File: src/rtl/reg_select_pkg.sv
`default_nettype none
// ============================================================================
// Module   : reg_select_pkg
// Purpose  : Shared definitions for the register-select unit: instruction
//            field layout, field/C-width helpers, field-select encoding and
//            the per-bit one-hot decode function used by onehot_decoder.
// Ports    : none (package)
// Config   : none here; REG_SELECT_R0_ZERO_EN is consumed by reg_select_unit
// Revision : 1.0 - initial release
// ============================================================================
package reg_select_pkg;

  localparam int INSTR_W   = 32;
  localparam int OPC_W     = 5;
  localparam int OPC_MSB   = 31;
  localparam int OPC_LSB   = 27;
  // Register fields are packed MSB-first directly below the opcode.
  localparam int FIELD_MSB = OPC_LSB - 1;

  typedef enum logic [1:0] {
    FSEL_NONE = 2'd0,
    FSEL_RA   = 2'd1,
    FSEL_RB   = 2'd2,
    FSEL_RC   = 2'd3
  } field_sel_e;

  function automatic int idx_width(input int num_regs);
    return $clog2(num_regs);
  endfunction

  // C occupies whatever is left below the opcode and three register fields.
  function automatic int c_width(input int idx_w);
    return INSTR_W - OPC_W - 3 * idx_w;
  endfunction

  // field: 0 = ra, 1 = rb, 2 = rc
  function automatic int field_lsb(input int idx_w, input int field);
    return FIELD_MSB - (field + 1) * idx_w + 1;
  endfunction

  // One bit of a one-hot decode: high when enabled and idx equals pos.
  function automatic logic onehot_bit(input logic [4:0] idx, input logic en,
                                      input int pos);
    return en && (int'(idx) == pos);
  endfunction

endpackage
`default_nettype wire

File: src/rtl/onehot_decoder.sv
`default_nettype none
// ============================================================================
// Module   : onehot_decoder
// Purpose  : Index-to-one-hot decoder with enable; all zeros when disabled.
// Ports    : i_idx    [IDX_W]    register index
//            i_en     [1]        decode enable
//            o_onehot [NUM_REGS] one-hot vector (at most one bit set)
// Revision : 1.0 - initial release
// ============================================================================
module onehot_decoder
  import reg_select_pkg::*;
#(
  parameter int NUM_REGS = 16,
  parameter int IDX_W    = 4
) (
  input  logic [IDX_W-1:0]    i_idx,
  input  logic                i_en,
  output logic [NUM_REGS-1:0] o_onehot
);

  logic [4:0] w_idx5;
  assign w_idx5 = 5'(i_idx);

  for (genvar g = 0; g < NUM_REGS; g++) begin : g_bit
    assign o_onehot[g] = onehot_bit(w_idx5, i_en, g);
  end

endmodule
`default_nettype wire

File: src/rtl/reg_select_unit.sv
`default_nettype none
// ============================================================================
// Module   : reg_select_unit
// Purpose  : Holds an instruction register, sign-extends its C field and
//            turns gra/grb/grc + rin/rout/baout into registered one-hot
//            register write/read enables (latency 1), with a sticky error
//            flag for conflicting field selects.
// Ports    : clock, clear            clock / synchronous active-high reset
//            ir_in, instr[32]        IR load strobe and instruction
//            gra, grb, grc           field select (ra / rb / rc)
//            rin, rout, baout        write / read / base-address-read strobes
//            c_sign_extended[32]     sign-extended C field of IR
//            reg_in, reg_out         registered one-hot enables [NUM_REGS]
//            sel_idx[IDX_W]          index of the last valid selection
//            sel_valid               one-cycle pulse per valid selection
//            sel_err                 sticky multi-select flag
//            r0_zero                 BAout read of R0 (macro build only)
// Config   : `define REG_SELECT_R0_ZERO_EN makes baout of R0 read as zero
//            (r0_zero pulse instead of reg_out[0]); otherwise baout == rout.
//            NUM_REGS must be 16 or 32.
// Revision : 1.0 - initial release
// ============================================================================
module reg_select_unit
  import reg_select_pkg::*;
#(
  parameter  int NUM_REGS = 16,
  localparam int IDX_W    = idx_width(NUM_REGS)
) (
  input  logic                clock,
  input  logic                clear,
  input  logic                ir_in,
  input  logic [31:0]         instr,
  input  logic                gra,
  input  logic                grb,
  input  logic                grc,
  input  logic                rin,
  input  logic                rout,
  input  logic                baout,
  output logic [31:0]         c_sign_extended,
  output logic [NUM_REGS-1:0] reg_in,
  output logic [NUM_REGS-1:0] reg_out,
  output logic [IDX_W-1:0]    sel_idx,
  output logic                sel_valid,
  output logic                sel_err,
  output logic                r0_zero
);

  localparam int CW     = c_width(IDX_W);
  localparam int RA_LSB = field_lsb(IDX_W, 0);
  localparam int RB_LSB = field_lsb(IDX_W, 1);
  localparam int RC_LSB = field_lsb(IDX_W, 2);

  logic [31:0]         r_ir;
  logic [NUM_REGS-1:0] r_reg_in;
  logic [NUM_REGS-1:0] r_reg_out;
  logic [IDX_W-1:0]    r_sel_idx;
  logic                r_sel_valid;
  logic                r_sel_err;

  logic [OPC_W-1:0]    w_unused_opcode;
  logic [IDX_W-1:0]    w_ra, w_rb, w_rc, w_idx;
  field_sel_e          w_fsel;
  logic                w_multi;
  logic                w_fire;
  logic                w_wr_en, w_rd_en;
  logic [NUM_REGS-1:0] w_in_oh, w_out_oh;

  // The opcode is carried in IR but not decoded by this block.
  assign w_unused_opcode = r_ir[OPC_MSB:OPC_LSB];

  assign w_ra = r_ir[RA_LSB +: IDX_W];
  assign w_rb = r_ir[RB_LSB +: IDX_W];
  assign w_rc = r_ir[RC_LSB +: IDX_W];

  assign c_sign_extended = {{(INSTR_W - CW){r_ir[CW-1]}}, r_ir[CW-1:0]};

  always_comb begin
    w_fsel  = FSEL_NONE;
    w_multi = 1'b0;
    case ({gra, grb, grc})
      3'b000:  w_fsel  = FSEL_NONE;
      3'b100:  w_fsel  = FSEL_RA;
      3'b010:  w_fsel  = FSEL_RB;
      3'b001:  w_fsel  = FSEL_RC;
      default: w_multi = 1'b1;
    endcase
  end

  always_comb begin
    w_idx = '0;
    case (w_fsel)
      FSEL_RA: w_idx = w_ra;
      FSEL_RB: w_idx = w_rb;
      FSEL_RC: w_idx = w_rc;
      default: w_idx = '0;
    endcase
  end

  // A conflicting select leaves w_fsel at NONE, so it never fires.
  assign w_fire  = (w_fsel != FSEL_NONE) && (rin || rout || baout);
  assign w_wr_en = w_fire && rin;

`ifdef REG_SELECT_R0_ZERO_EN
  logic w_is_r0;
  logic w_r0z;
  logic r_r0_zero;

  assign w_is_r0 = (w_idx == '0);
  // baout of R0 reads a hardwired zero; a plain rout of R0 still reads it.
  assign w_rd_en = w_fire && (rout || (baout && !w_is_r0));
  assign w_r0z   = w_fire && baout && w_is_r0;

  always_ff @(posedge clock) begin
    if (clear) r_r0_zero <= 1'b0;
    else       r_r0_zero <= w_r0z;
  end
  assign r0_zero = r_r0_zero;
`else
  assign w_rd_en = w_fire && (rout || baout);
  assign r0_zero = 1'b0;
`endif

  onehot_decoder #(.NUM_REGS(NUM_REGS), .IDX_W(IDX_W)) u_dec_in (
    .i_idx    (w_idx),
    .i_en     (w_wr_en),
    .o_onehot (w_in_oh)
  );

  onehot_decoder #(.NUM_REGS(NUM_REGS), .IDX_W(IDX_W)) u_dec_out (
    .i_idx    (w_idx),
    .i_en     (w_rd_en),
    .o_onehot (w_out_oh)
  );

  // Decode above reads r_ir before this edge's load, so an ir_in in the
  // same cycle as a strobe decodes the previous instruction.
  always_ff @(posedge clock) begin
    if (clear) begin
      r_ir        <= '0;
      r_reg_in    <= '0;
      r_reg_out   <= '0;
      r_sel_idx   <= '0;
      r_sel_valid <= 1'b0;
      r_sel_err   <= 1'b0;
    end else begin
      if (ir_in) r_ir <= instr;
      r_reg_in    <= w_in_oh;
      r_reg_out   <= w_out_oh;
      r_sel_valid <= w_fire;
      if (w_fire)  r_sel_idx <= w_idx;
      if (w_multi) r_sel_err <= 1'b1;
    end
  end

  assign reg_in    = r_reg_in;
  assign reg_out   = r_reg_out;
  assign sel_idx   = r_sel_idx;
  assign sel_valid = r_sel_valid;
  assign sel_err   = r_sel_err;

endmodule
`default_nettype wire

File: config.mk
export PLATFORM = sky130hd
export DESIGN_NAME = reg_select_unit
export DESIGN_NICKNAME = d
export VERILOG_FILES = /design/src/rtl/reg_select_pkg.sv /design/src/rtl/onehot_decoder.sv /design/src/rtl/reg_select_unit.sv
export SDC_FILE = /design/constraint.sdc
export NUM_CORES = 1
export LEC_CHECK = 0
export CORE_UTILIZATION = 38
export DETAILED_ROUTE_END_ITERATION = 6
export PLACE_DENSITY = 0.76
export SYNTH_ARGS = -nofsm -noshare
export SYNTH_HDL_FRONTEND = slang
export SYNTH_SLANG_ARGS = --single-unit
File: constraint.sdc
create_clock -name clock -period 1.6 [get_ports clock]
set_input_delay 0.4 -clock clock [delete_from_list [all_inputs] [get_ports clock]]
set_output_delay 0.4 -clock clock [all_outputs]
set_load 0.1 [all_outputs]
Yosys cells after proc, flatten, opt, wreduce, memory -nomap -nowiden
Cells that the tools add are included. Widths: inputs -> output; s select.

Flip-flop bits (word level): 65. Latch bits: 0. Memory bits (writable): 0. ROM bits: 0. Output and inout bits: 71. Logic and storage cells: 71. Memories kept: 0.

$add $sub $neg: 0. Multiply operators: 0. Divide/modulo/power cells: 0. Order comparisons: 0. Equality and inequality tests: 21. Shift operators: 0. Muxes and demuxes: 2. Bitwise gates (word level): 0. Reduce and logical (&&, ||, !) cells: 42.

Operators by type and width (count): $logic_and 1x1->1 (35); $eq 4x4->1 const B (8); $eq 4x3->1 const B (4); $pmux 4 s3 (1); $eq 4x2->1 const B (2); $pmux 2 s3 (1); $logic_not 5->1 (1); $eq 2x2->1 const B (2); $eq 4x1->1 const B (1); $reduce_or 4->1 (1); $eq 3x1->1 const B (1); $eq 3x2->1 const B (1); $eq 3x3->1 const B (1); $logic_not 3->1 (1); $logic_or 1x1->1 (3); $eq 2x1->1 const B (1); $reduce_bool 2->1 (1).

Depth between registers and ports, before layout
Word-level depth: 6. Depth in mapped cells: 6.

Modules after synthesis
From an unflattened synthesis, not the netlist that was laid out.

Cell total of the unflattened synthesis: 277. Area total of the unflattened synthesis: 2707.6 um^2.

Modules (own cells, without submodules): reg_select_unit (times used 1, cells an instance 231, area each 2472.4 um^2); onehot_decoder (times used 2, cells an instance 23, area each 117.6 um^2).

Worst setup path after synthesis
OpenSTA, ideal clock, no wires.

Path kind: input port to flip-flop. Start point: in gra. End point: reg r_reg_out[0] (netlist: reg_out[0]). Data arrival time: 1569 ps. Required time: 1535 ps. Setup slack: -34 ps. Cell stages on the path: 6. Cells stage by stage: buf_2 -> and4bb_1 -> or3_4 -> or2_1 -> buf_6 -> nor2_2.

Longest elaborated chain between the ends: 6. Elaborated cells between the ends (all ways): 13. Those cells by class: eq/ne: 6; mux: 2; reduce/logical: 5.

RTL lines: start, declared (line reg_select_unit.sv:33) `input logic gra,`; $eq 3x1->1, or another cell as far along (line reg_select_unit.sv:80) `case ({gra, grb, grc})`; $pmux 2 s3 (*) (line reg_select_unit.sv:80); $eq 2x2->1, or another cell as far along (line reg_select_unit.sv:91) `case (w_fsel)`; $pmux 4 s3 or $logic_and 1x1->1 (tied branches) (line reg_select_unit.sv:91, reg_select_unit.sv:100); $logic_not 5->1 or $logic_and 1x1->1 (tied branches) (line reg_select_pkg.sv:44, reg_select_unit.sv:119); $logic_and 1x1->1 (*) (line reg_select_pkg.sv:44) `return en && (int'(idx) == pos);`; end signal, assigned (line reg_select_unit.sv:148) `r_reg_out <= w_out_oh;`; end, declared (line reg_select_unit.sv:55) `logic [NUM_REGS-1:0] r_reg_out;`.

Mark *: on every way between the ends. The rest lies on a longest branch, timed or not. A chain may end at the register's enable or synchronous reset.

Final worst setup path
Start point: in gra. End point: reg r_reg_in[2] (netlist: reg_in[2]).

Longest elaborated chain between the ends: 6. Elaborated cells between the ends (all ways): 13. Those cells by class: eq/ne: 7; mux: 2; reduce/logical: 4.

RTL lines: $eq 3x1->1, or another cell as far along (line reg_select_unit.sv:80); $pmux 2 s3 (*) (line reg_select_unit.sv:80); $eq 2x2->1, or another cell as far along (line reg_select_unit.sv:91); $pmux 4 s3 or $logic_and 1x1->1 (tied branches) (line reg_select_unit.sv:91, reg_select_unit.sv:100); $eq 4x3->1 or $logic_and 1x1->1 (tied branches) (line reg_select_pkg.sv:44, reg_select_unit.sv:101); $logic_and 1x1->1 (*) (line reg_select_pkg.sv:44); end signal, assigned (line reg_select_unit.sv:147) `r_reg_in <= w_in_oh;`; end, declared (line reg_select_unit.sv:54) `logic [NUM_REGS-1:0] r_reg_in;`.

Marked as above.

==> flow_summary.toml <==
[worst_setup_path]
path_max_fanout = 8
path_buf_inv = 1
crit_chain = "dlygate4sd2_1, and4bb_1, or3_4, nand2b_2, nor2_1"
r2r_end = "reg_in[2]"
r2r-start = "r_ir[15]"
crit_family = "simple AND/OR/NAND/NOR gates"
r2r_slack_ns = 0.12
cp-end-kind = "flop"
crit_cells = 5
crit_arrival_ns = 1.82
cp-start-kind = "input pin"
path_class = "in -> reg"
worst-r2r-cell-count = 4
startpoint = "gra"
worstSetupEndpoint = "reg_in[2]"
slowest_stage = "or3_4"
critPathMaxStageDelay_ns = 0.41
required_ns = 1.87

[final_layout]
synthToLayoutAreaGrowth_pct = 80.7
nNetsFinal = 382
drive_above_1_share = 0.445
stdcell_area_um2 = 4770
n_antenna_cell = 0
layout_commonest_cell = "buf_12"
layout_common_cells = "buf_12 (77), dfxtp_1 (64), nor2_1 (51)"

[power]
power_uw = 4270
power.density_nw_per_um2 = 894
ir_drop_v = 0.000566
leakage_uw = 0.00192

[detailed_routing]
drt_wl_total_um = 6530
wl_per_cell_um = 15.3
first_pass_iters = 6
initialDrtViolationCount = 45
drt.antenna.violating_nets = 0
vias = 2003
route.detailed.drc = 2
vias_per_cell = 4.70

[yosys]
netlist.top_cell.by_area = "dfxtp_1"
ys_ff_latch = 65
yosys_warnings = 0
syn_inst = 248
synth_area_per_cell_um2 = 10.6
ys_types = 28
netlist_area_um2 = 2640
synth.net_count = 289
synth_seq_area_share = 0.493
yosys-top-cells-area = "dfxtp_1 (49%), mux2i_1 (11%), buf_4 (9.4%)"
synth_top_area_share = 0.493

[placement]
dp_hpwl_um = 4660
io_buffers = 105
gp_congestion = 0.776
dp_slack_ns = -0.711
dpl_cell_area_um2 = 4340

[global_route]
gr-usage-met1 = 0.196
grtUsageMet2 = 0.326
grt_pass1_wl_um = 9850
grt_pass1_vias = 1991
grt_max_degree = 22
grt_util_all_layers = 0.181
grt.met3_usage = 0.0603
grt_busiest_layer = "met2"
overflow = 0
antenna_found_initial = 0

[cts]
cts_buffers = 9
clk_path_buf_depth = 2
clk_pin_slew_ns = 0.07
clock_latency_ns = 0.35
cts_hold_buf = 0
cts_tree = "built"
cts_root_buf = "clkbuf_8"
htree_levels = 3
clock_sinks = 65

[job]
cap_violations = 0

[die]
rows = 30
dieArea_um2 = 7280
die_w_um = 85.3
die_h_um = 85.3
io_pins = 112
coreArea_um2 = 6760
start_util = 0.391

[timing]
fin_skew_ns = 0.0128
rsz0062_at_grt = "no"
fin_crit_sh = 0.969
hold_viol = 0
fmax_mhz = 645
fin_crit_ns = 1.55
setup_violations = 0
timing.final.ws_setup_ns = 0.0493
maxSlewViolCount = 0

[worst_hold_path]
min_path_type = "in -> reg"
worstHoldStart = "ir_in"

[outcome]
violations = "design-rule violations"
outcome = "finished, violations left"
logic make-up (layout without fill, tap and decap cells):
group | after synthesis | in the layout | share of synthesized area
compound gates | 11 | 11 | 0.0569
xor+xnor | 1 | 1 | 0.0104
fa+ha+maj | 1 | 1 | 0.00379
buf+inv | 48 | 146 | 0.126
flops | 65 | 65 | 0.493
mux | 29 | 29 | 0.110
other cells | 1 | 1 | 0.00142
simple gates | 92 | 92 | 0.198
final cells by class:
class | instances | area [um2]
clock buffer | 10 | 128
timing repair buffer | 128 | 2020
multi-input combinational | 135 | 1150
tap | 80 | 100
fill | 465 | 1990
sequential | 65 | 1300
clock inverter | 6 | 67.6
inverter | 2 | 7.51
per-layer routing:
layer	routed length, um	vias to the layer above	part of all wire
met3	378	8	0.058
met4	87	0	0.013
met2	3500	78	0.54
li1	-	975	-
met5	0	-	0
met1	2570	942	0.39
report_power, final:
group	internal, uW	switching (uW)
logic	458	689
registers	1670	51.4
clock network	724	670
total	2860	1410
cells in the mapped netlist:
library cell   n
nor2_2         8
and4bb_1       5
nand3_2        8
nand2_1        1
inv_1          2
buf_2          5
or2_1          1
nand2b_1       2
conb_1         1
nor3b_2        1
or3_4          2
clkbuf_1       5
a211oi_4       1
buf_4         33
a2111oi_4      2
xnor2_4        1
nor3_1         1
a211oi_2       2
nor2_1        58
dfxtp_1       65
nor4bb_1       5
a211o_1        2
buf_6          3
a211oi_1       2
mux2i_1       29
a2111oi_0      1
maj3_1         1
o21a_2         1
what timing repair did:
action,4_1_cts,5_1_grt
setup endpoints to repair,45,41
resized for setup,21,24
buffers inserted,0,5
cloned,1,1
pin swaps,4,7
tightest hold or removal path: cells and delay by family:
kind                   cells  cell delay [ns]
buffers and inverters      1             0.18
multiplexers               1             0.14
AND/OR/NAND/NOR            1             0.08
worst min-delay path by stage:
| stage | to | slack, ns | cells after the start |
|---|---|---|---|
| 2_1_floorplan | r_ir[18] | 0.45 | 2 |
| 3_3_place_gp | r_ir[23] | 0.47 | 2 |
| 5_1_grt | r_ir[20] | 0.49 | 3 |
| 6_report | r_ir[20] | 0.50 | 3 |
| 4_1_cts | r_ir[20] | 0.48 | 3 |
| 3_5_place_dp | r_ir[22] | 0.49 | 2 |
registers in the layout, summed over array words and instances, names as in the netlist:
name / cells
sel_err: 1
reg_in: 16
reg_out: 16
sel_idx: 4
r_ir: 27
sel_valid: 1
stage by stage:
stage	TNS (ns)	utilization	hold WS (ns)	cells
2_1_floorplan	0	-	0.451	248
3_3_place_gp	-21.71	0.643	0.470	403
5_1_grt	0	0.706	0.494	426
4_1_cts	0	0.684	0.480	420
6_report	0	0.706	0.496	426
3_5_place_dp	-24.08	0.643	0.489	403
Note: power is estimated with default switching activity, not from simulation.
